--- src/rtl/rs_block_framer.sv ---
// Splits a TX payload byte stream into RS_K-byte message blocks, zero-pads a short final block,
// and appends RS_N-RS_K empty check-symbol slots so the RS encoder can fill in parity.
module rs_block_framer #(
  parameter int RS_N = 255,
  parameter int RS_K = 239
) (
  input  logic       i_clk,
  input  logic       i_rst_n,
  input  logic [7:0] i_tx_data,
  input  logic       i_tx_data_valid,
  input  logic       i_tx_last,
  output logic       o_tx_ready,
  output logic [7:0] o_rs_en_data,
  output logic       o_rs_en_data_valid,
  output logic       o_rs_en_sof,
  output logic       o_rs_en_eof,
  output logic       o_rs_en_chk
);

  typedef enum logic [1:0] {
    IDLE,
    DATA,
    PAD,
    CHECK
  } state_t;

  // Index of the last message symbol and of the last codeword symbol.
  localparam logic [8:0] K_LAST = 9'(RS_K - 1);
  localparam logic [8:0] N_LAST = 9'(RS_N - 1);

  state_t     state;
  logic [8:0] sym_cnt;
  logic       acc;

  assign o_tx_ready = (state == IDLE) || (state == DATA);
  assign acc        = i_tx_data_valid & o_tx_ready;

  // While in DATA/PAD/CHECK, sym_cnt is the index of the symbol being emitted this cycle.
  always_ff @(posedge i_clk) begin
    if (!i_rst_n) begin
      state              <= IDLE;
      sym_cnt            <= 9'd0;
      o_rs_en_data       <= 8'h00;
      o_rs_en_data_valid <= 1'b0;
      o_rs_en_sof        <= 1'b0;
      o_rs_en_eof        <= 1'b0;
      o_rs_en_chk        <= 1'b0;
    end else begin
      o_rs_en_data       <= 8'h00;
      o_rs_en_data_valid <= 1'b0;
      o_rs_en_sof        <= 1'b0;
      o_rs_en_eof        <= 1'b0;
      o_rs_en_chk        <= 1'b0;
      case (state)
        IDLE: begin
          if (acc) begin
            o_rs_en_data       <= i_tx_data;
            o_rs_en_data_valid <= 1'b1;
            o_rs_en_sof        <= 1'b1;
            sym_cnt            <= 9'd1;
            if (RS_K == 1) begin
              state <= CHECK;
            end else if (i_tx_last) begin
              state <= PAD;
            end else begin
              state <= DATA;
            end
          end
        end
        DATA: begin
          if (acc) begin
            o_rs_en_data       <= i_tx_data;
            o_rs_en_data_valid <= 1'b1;
            sym_cnt            <= sym_cnt + 9'd1;
            // A full block takes priority over last: no padding is needed then.
            if (sym_cnt == K_LAST) begin
              state <= CHECK;
            end else if (i_tx_last) begin
              state <= PAD;
            end
          end
        end
        PAD: begin
          o_rs_en_data_valid <= 1'b1;
          sym_cnt            <= sym_cnt + 9'd1;
          if (sym_cnt == K_LAST) begin
            state <= CHECK;
          end
        end
        CHECK: begin
          o_rs_en_data_valid <= 1'b1;
          o_rs_en_chk        <= 1'b1;
          if (sym_cnt == N_LAST) begin
            o_rs_en_eof <= 1'b1;
            sym_cnt     <= 9'd0;
            state       <= IDLE;
          end else begin
            sym_cnt <= sym_cnt + 9'd1;
          end
        end
        default: begin
          state   <= IDLE;
          sym_cnt <= 9'd0;
        end
      endcase
    end
  end

endmodule

--- config.mk ---
export PLATFORM = sky130hd
export DESIGN_NAME = rs_block_framer
export DESIGN_NICKNAME = d
export VERILOG_FILES = /design/src/rtl/rs_block_framer.sv
export SDC_FILE = /design/constraint.sdc
export NUM_CORES = 1
export LEC_CHECK = 0
export BUFFER_PORTS_ARGS = -buffer_cell sky130_fd_sc_hd__buf_2
export CAP_MARGIN = 25
export CORE_MARGIN = 2
export CORE_UTILIZATION = 45
export CTS_CLUSTER_DIAMETER = 80
export DETAILED_ROUTE_END_ITERATION = 7
export GPL_TIMING_DRIVEN = 0
export PLACE_DENSITY = 0.69
export SYNTH_ARGS = -nofsm -noshare
export SYNTH_HDL_FRONTEND = slang
export SYNTH_SLANG_ARGS = --single-unit
--- constraint.sdc ---
create_clock -name i_clk -period 4.5 [get_ports i_clk]
set_input_delay 0.675 -clock i_clk [delete_from_list [all_inputs] [get_ports i_clk]]
set_output_delay 0.675 -clock i_clk [all_outputs]
set_load 0.02 [all_outputs]
==> results.ini, run 1 <==
[power]
power_density_mw_per_mm2=520
swShare_pct=39.3
p_seq_share_pct=38.8
p_comb_share_pct=47.1
intPower_w=0.000396
p_clk_share_pct=14.1
p_leak_nw=0.566
peakVddDrop_v=0.000364
switching_power_w=0.000257

[logic_synthesis]
synth.area.top_cells=dfxtp_1, ha_1, and2_1, or4_1, a21oi_1
yosysTopAreaCell=dfxtp_1
syn_inst=116
synth_area_sq_mm=0.00108
synth_ff_type=dfxtp_1
synth.avg_cell_area_sq_um=9.30
ys_seq_area_share_pct=42.7
synth-seq-cells=23
ys_types=38
synth_enable_flop_cells=0
synth_fp_nets=135
ys_warn_count=0
synth_top_area_share_pct=42.7
ys_async_sr_fraction_pct=0

[drt]
drtAntennaViolNets=0
wl_met3_um=179
wire_per_inst_um=12.9
routed_wirelength_mm=2.21
vias=921
top_layer_used=met4
m1WireLength_mm=1.02
first_pass_iters=4
vias_per_cell=5.39
drc=0
first_iter_violations=25
route.met2.wl_mm=1.01

[clocking]
clockRootBuffer=clkbuf_4
clock-sinks=23
clock_tree.buffer_depth=2
cts_tree=done
ctsResizeCount=0
hold_buffers=0
numCtsBuffers=3
h-tree-depth=1
clk_transition_reported_paths_ns=0.12
clkLatencyLatePin_ns=0.30
cts_setup_buffers=0

[layout]
post-route-util_pct=56.2
seqCellArea_sq_um=460
drive_gt1_share_pct=22.4
final_nets=163
area.growth.synth_to_final_pct=16.4
insertedDiodeCount=0
num-fill-cells=208
multi_input_area_sq_um=569
layout_common_cells=buf_2, dfxtp_1, and2_1

[die]
io_pins=25
start_util_pct=48.3
rows=17
die_h_um=53.0
fp.coreArea_sq_mm=0.00223
die_x_um=53.0
die_area_sq_mm=0.00280

[sta]
worstMarginPinSlew_ns=0.474
slew_headroom_pct=68.2
setup_tns_ns=0
period_needed_ns=2.16
finalSetupViolations=0
finalHoldViolCount=0
slew_violations=0
fin_skew_ns=0.00239
fmax_ghz=0.464
rsz0062_at_grt=no
period_share_pct=47.9

[global_route]
grtUsageTotal_pct=16.8
gr-total-overflow=0
grt_pass1_vias=811
grt_antenna_before_repair=0
grt_pass1_wl_mm=3.44
grt_max_degree=13

[critical_path]
start_kind=flip-flop
endpoint_kind=output port
crit_type=reg2out
worstPathArrival_ns=1.48
cp.required_ns=3.83
cp_max_fo=5

[placement]
portBuffers=23
finalWeightedCongestion=0.863
hpwl_mm=1.65

[run_status]
status=completed

[hold_path]
min_path_type=reg2reg

[run]
drv_cap=0

power groups by stage:
stage	sequential, W	combinational (W)	clock (W)
after floorplan	0.000272	0.000218	0
after global placement	0.000256	0.000298	0
after detailed placement	0.000257	0.000307	0
after CTS	0.000253	0.000309	0.0000981
after global routing	0.000257	0.000344	0.000104
final	0.000253	0.000308	0.0000920
area by class of cell:
type	instances	area share [%]
clock buffer	4	2.09
timing repair buffer	23	9.17
tap	28	2.79
inverter	9	2.69
buffer	2	1.20
sequential	23	36.7
multi-input combinational	82	45.4
critical path, stage by stage (launching register included):
cell and delay [ns]:
dfxtp_1 0.41, inv_1 0.10, ha_1 0.26, or2_4 0.26, buf_2 0.16
layer usage:
metal / track usage [%] / up-vias
met5: 0 / -
met4: 6.41 / 0
met3: 3.11 / 2
met2: 30.2 / 32
met1: 19.6 / 415
li1: - / 472
Yosys cell counts (2+ instances only):
library cell,n
nand3_1,3
o21ai_0,6
a21oi_1,7
and2_1,10
or4_1,5
ha_1,7
nand4_1,3
nor2_1,3
mux2i_1,2
a31oi_1,2
inv_1,9
a21o_1,2
and3_1,2
nand2_1,9
dfxtp_1,23
stage by stage:
stage	area (sq um)	setup slack, ns	hold slack [ns]	total power (W)	cells
after floorplan	1080	2.60	0.445	0.000490	116
after global placement	1230	2.55	0.464	0.000554	167
after detailed placement	1230	2.50	0.484	0.000565	167
after CTS	1250	2.32	0.501	0.000660	171
after global routing	1250	2.23	0.525	0.000706	171
final	1250	2.34	0.499	0.000653	171
flip-flops by register name, indices dropped and copies added, names as in the netlist:
register            count
o_rs_en_data_valid      1
o_rs_en_eof             1
state                   2
o_rs_en_chk             1
o_rs_en_data            8
o_rs_en_sof             1
sym_cnt                 9
kinds of logic after synthesis:
| logic type | count (synthesis) | share of synthesized area [%] |
|---|---|---|
| buffers and inverters | 11 | 4.52 |
| muxes | 2 | 1.86 |
| DFF | 23 | 42.7 |
| AOI/OAI and AO/OA | 27 | 16.4 |
| and+or+nand+nor | 46 | 26.5 |
| adders and majority gates | 7 | 8.12 |
path summary, 6_finish.rpt:
path,from,endpoint,slack [ns],cells past startpoint
max reg2reg,sym_cnt[0],sym_cnt[5],2.44,7
min,sym_cnt[8],sym_cnt[8],0.50,2
max,state[0],o_tx_ready,2.34,4
min reg2reg,sym_cnt[8],sym_cnt[8],0.50,2
No activity file was read; power rests on OpenSTA's default activity.
==> inputs of run 2 (changes only) <==
ABC_AREA = 1   (was default)
PLACE_DENSITY = 0.68   (was 0.69)
clock period = 2 ns   (was 4.5 ns; I/O delays follow)
==> results.ini, run 2 <==
[critical_path]
start_kind=flip-flop
path_common_cell=inv_1
cp_slowest_cell=dfxtp_1
endpoint_kind=output port
startpoint=state[0]
r2r_cells=9
crit_chain=inv_1, ha_1, nor2_4, inv_1, buf_2
critPathMaxStageDelay_ns=0.39
cp-endpoint=o_tx_ready
r2r-end=sym_cnt[8]
r2r_slack_ns=0.40
cp.required_ns=1.70
crit_type=reg2out
cp_max_fo=5
reg2reg_from=state[0]
worstPathArrival_ns=1.53

[drt]
first_pass_iters=4
routed_wirelength_mm=2.41
vias_per_cell=4.86
vias=1084
wire_per_inst_um=10.8
drtAntennaViolNets=0
drc=0
first_iter_violations=21

[logic_synthesis]
synth_area_sq_mm=0.00120
synth_enable_flop_cells=0
ys_types=24
synthTopCellsByCount=nand2_1, inv_1, nor2_1, dfxtp_1
syn_inst=166
synth.area.top_cells=dfxtp_1, nand2_1, inv_1, nor2_1, ha_1
synth_most_common_cell=nand2_1
ys_seq_area_share_pct=38.3
synth_ff_type=dfxtp_1
synth-seq-cells=23
ys_async_sr_fraction_pct=0
synth_top_area_share_pct=38.3
yosysTopAreaCell=dfxtp_1
ys_warn_count=0
synth_fp_nets=185
synth.avg_cell_area_sq_um=7.25

[clocking]
cts_setup_buffers=0
clock_tree.buffer_depth=2
numCtsBuffers=3
hold_buffers=0
clk_transition_reported_paths_ns=0.13
clkLatencyLatePin_ns=0.33
h-tree-depth=1
ctsResizeCount=0
clockRootBuffer=clkbuf_4
clock-sinks=23
cts_tree=done

[sta]
fin_skew_ns=0.00591
fmax_ghz=0.546
setup_tns_ns=0
period_share_pct=91.7
rsz0062_at_grt=no
finalSetupViolations=0
holdWs_ns=0.159
slew_headroom_pct=81.0
slew_violations=0
finalHoldViolCount=0
worstMarginPinSlew_ns=0.284
period_needed_ns=1.83

[hold_path]
holdCritStartpoint=i_tx_data[3]
worstHoldPathCells=3
min_path_type=in2reg

[global_route]
grt_max_degree=14
grt_antenna_before_repair=0
grtUsageTotal_pct=16.9
grt_pass1_vias=955
gr-total-overflow=0
grt_pass1_wl_mm=4.14

[layout]
reg_top3=sym_cnt x9, o_rs_en_data x8, state x2
post-route-util_pct=55.4
insertedDiodeCount=0
largest_register_ffs=9
final_nets=213
area.growth.synth_to_final_pct=15.0
top_register=sym_cnt
final_common_cell=nand2_1
drive_gt1_share_pct=23.8
layout_common_cells=nand2_1, inv_1, nor2_1
num-fill-cells=243

[die]
rows=18
die_area_sq_mm=0.00310
io_pins=25
fp.coreArea_sq_mm=0.00250
die_x_um=55.7
die_h_um=55.7
start_util_pct=48.1

[placement]
portBuffers=23
hpwl_mm=1.83
finalWeightedCongestion=0.852

[power]
p_seq_share_pct=37.3
power_density_mw_per_mm2=1060
p_comb_share_pct=47.0
p_clk_share_pct=15.6
intPower_w=0.000819
peakVddDrop_v=0.000790
switching_power_w=0.000654
swShare_pct=44.4
p_leak_nw=0.693

[run]
drv_cap=0

[run_status]
status=completed

run 2: how the worst min path moves through the flow:
| stage | endpoint | slack [ns] |
|---|---|---|
| final | o_rs_en_data[3] | 0.16 |
| after CTS | o_rs_en_data[1] | 0.15 |
| after global placement | sym_cnt[8] | 0.49 |
| after global routing | o_rs_en_data[2] | 0.16 |
| after floorplan | o_rs_en_data[0] | 0.41 |
| after detailed placement | sym_cnt[7] | 0.51 |
run 2: critical path: cells and delay by family, from the launching register on:
| kind | cells | cell delay [ns] |
|---|---|---|
| buffers and inverters | 3 | 0.32 |
| AND/OR/NAND/NOR | 1 | 0.20 |
| adder cells (fa/ha/maj) | 1 | 0.30 |
| flip-flops | 1 | 0.39 |
run 2: per-stage QoR:
step | cell area (sq um) | std cells | total power [W] | setup WS, ns
floorplan | 1200 | 166 | 0.00108 | 0.632
global placement | 1360 | 219 | 0.00123 | 0.489
detailed placement | 1360 | 219 | 0.00125 | 0.420
CTS | 1380 | 223 | 0.00149 | 0.153
global route | 1380 | 223 | 0.00159 | 0.0515
finish | 1380 | 223 | 0.00147 | 0.167
run 2: kinds of logic (layout without fill, tap and decap cells):
kind of cell / Yosys count / in the layout / share of synthesized area (%)
XOR/XNOR: 1 / 1 / 0.728
AND/OR/NAND/NOR: 89 / 89 / 37.1
buffers and inverters: 33 / 60 / 10.8
AO/OA/AOI/OAI: 13 / 13 / 5.82
adder cells (fa/ha/maj): 7 / 7 / 7.28
flip-flops: 23 / 23 / 38.3
run 2: area by class of cell:
class                      count  area [sq um]  area share [%]
multi-input combinational    110           613            44.3
sequential                    23           460            33.3
inverter                      32           123            8.86
timing repair buffer          23           115            8.32
tap                           30          37.5            2.71
clock buffer                   3          22.5            1.63
buffer                         1          7.51           0.542
clock inverter                 1          5.00           0.362
run 2: layer usage:
| layer | routed length, um | vias up | global-route usage [%] | share of wire, % |
|---|---|---|---|---|
| li1 | - | 554 | - | - |
| met1 | 1060 | 494 | 21.4 | 44 |
| met2 | 1150 | 31 | 27.6 | 48 |
| met3 | 146 | 5 | 3.02 | 6.0 |
| met4 | 53 | 0 | 8.36 | 2.2 |
| met5 | 0 | - | 0 | 0 |
run 2: power groups by stage:
stage	logic [W]	clock network, W	registers (W)
6_report	0.000693	0.000230	0.000550
5_1_grt	0.000781	0.000255	0.000556
4_1_cts	0.000697	0.000240	0.000551
3_5_place_dp	0.000690	0	0.000561
3_3_place_gp	0.000672	0	0.000557
2_1_floorplan	0.000482	0	0.000603
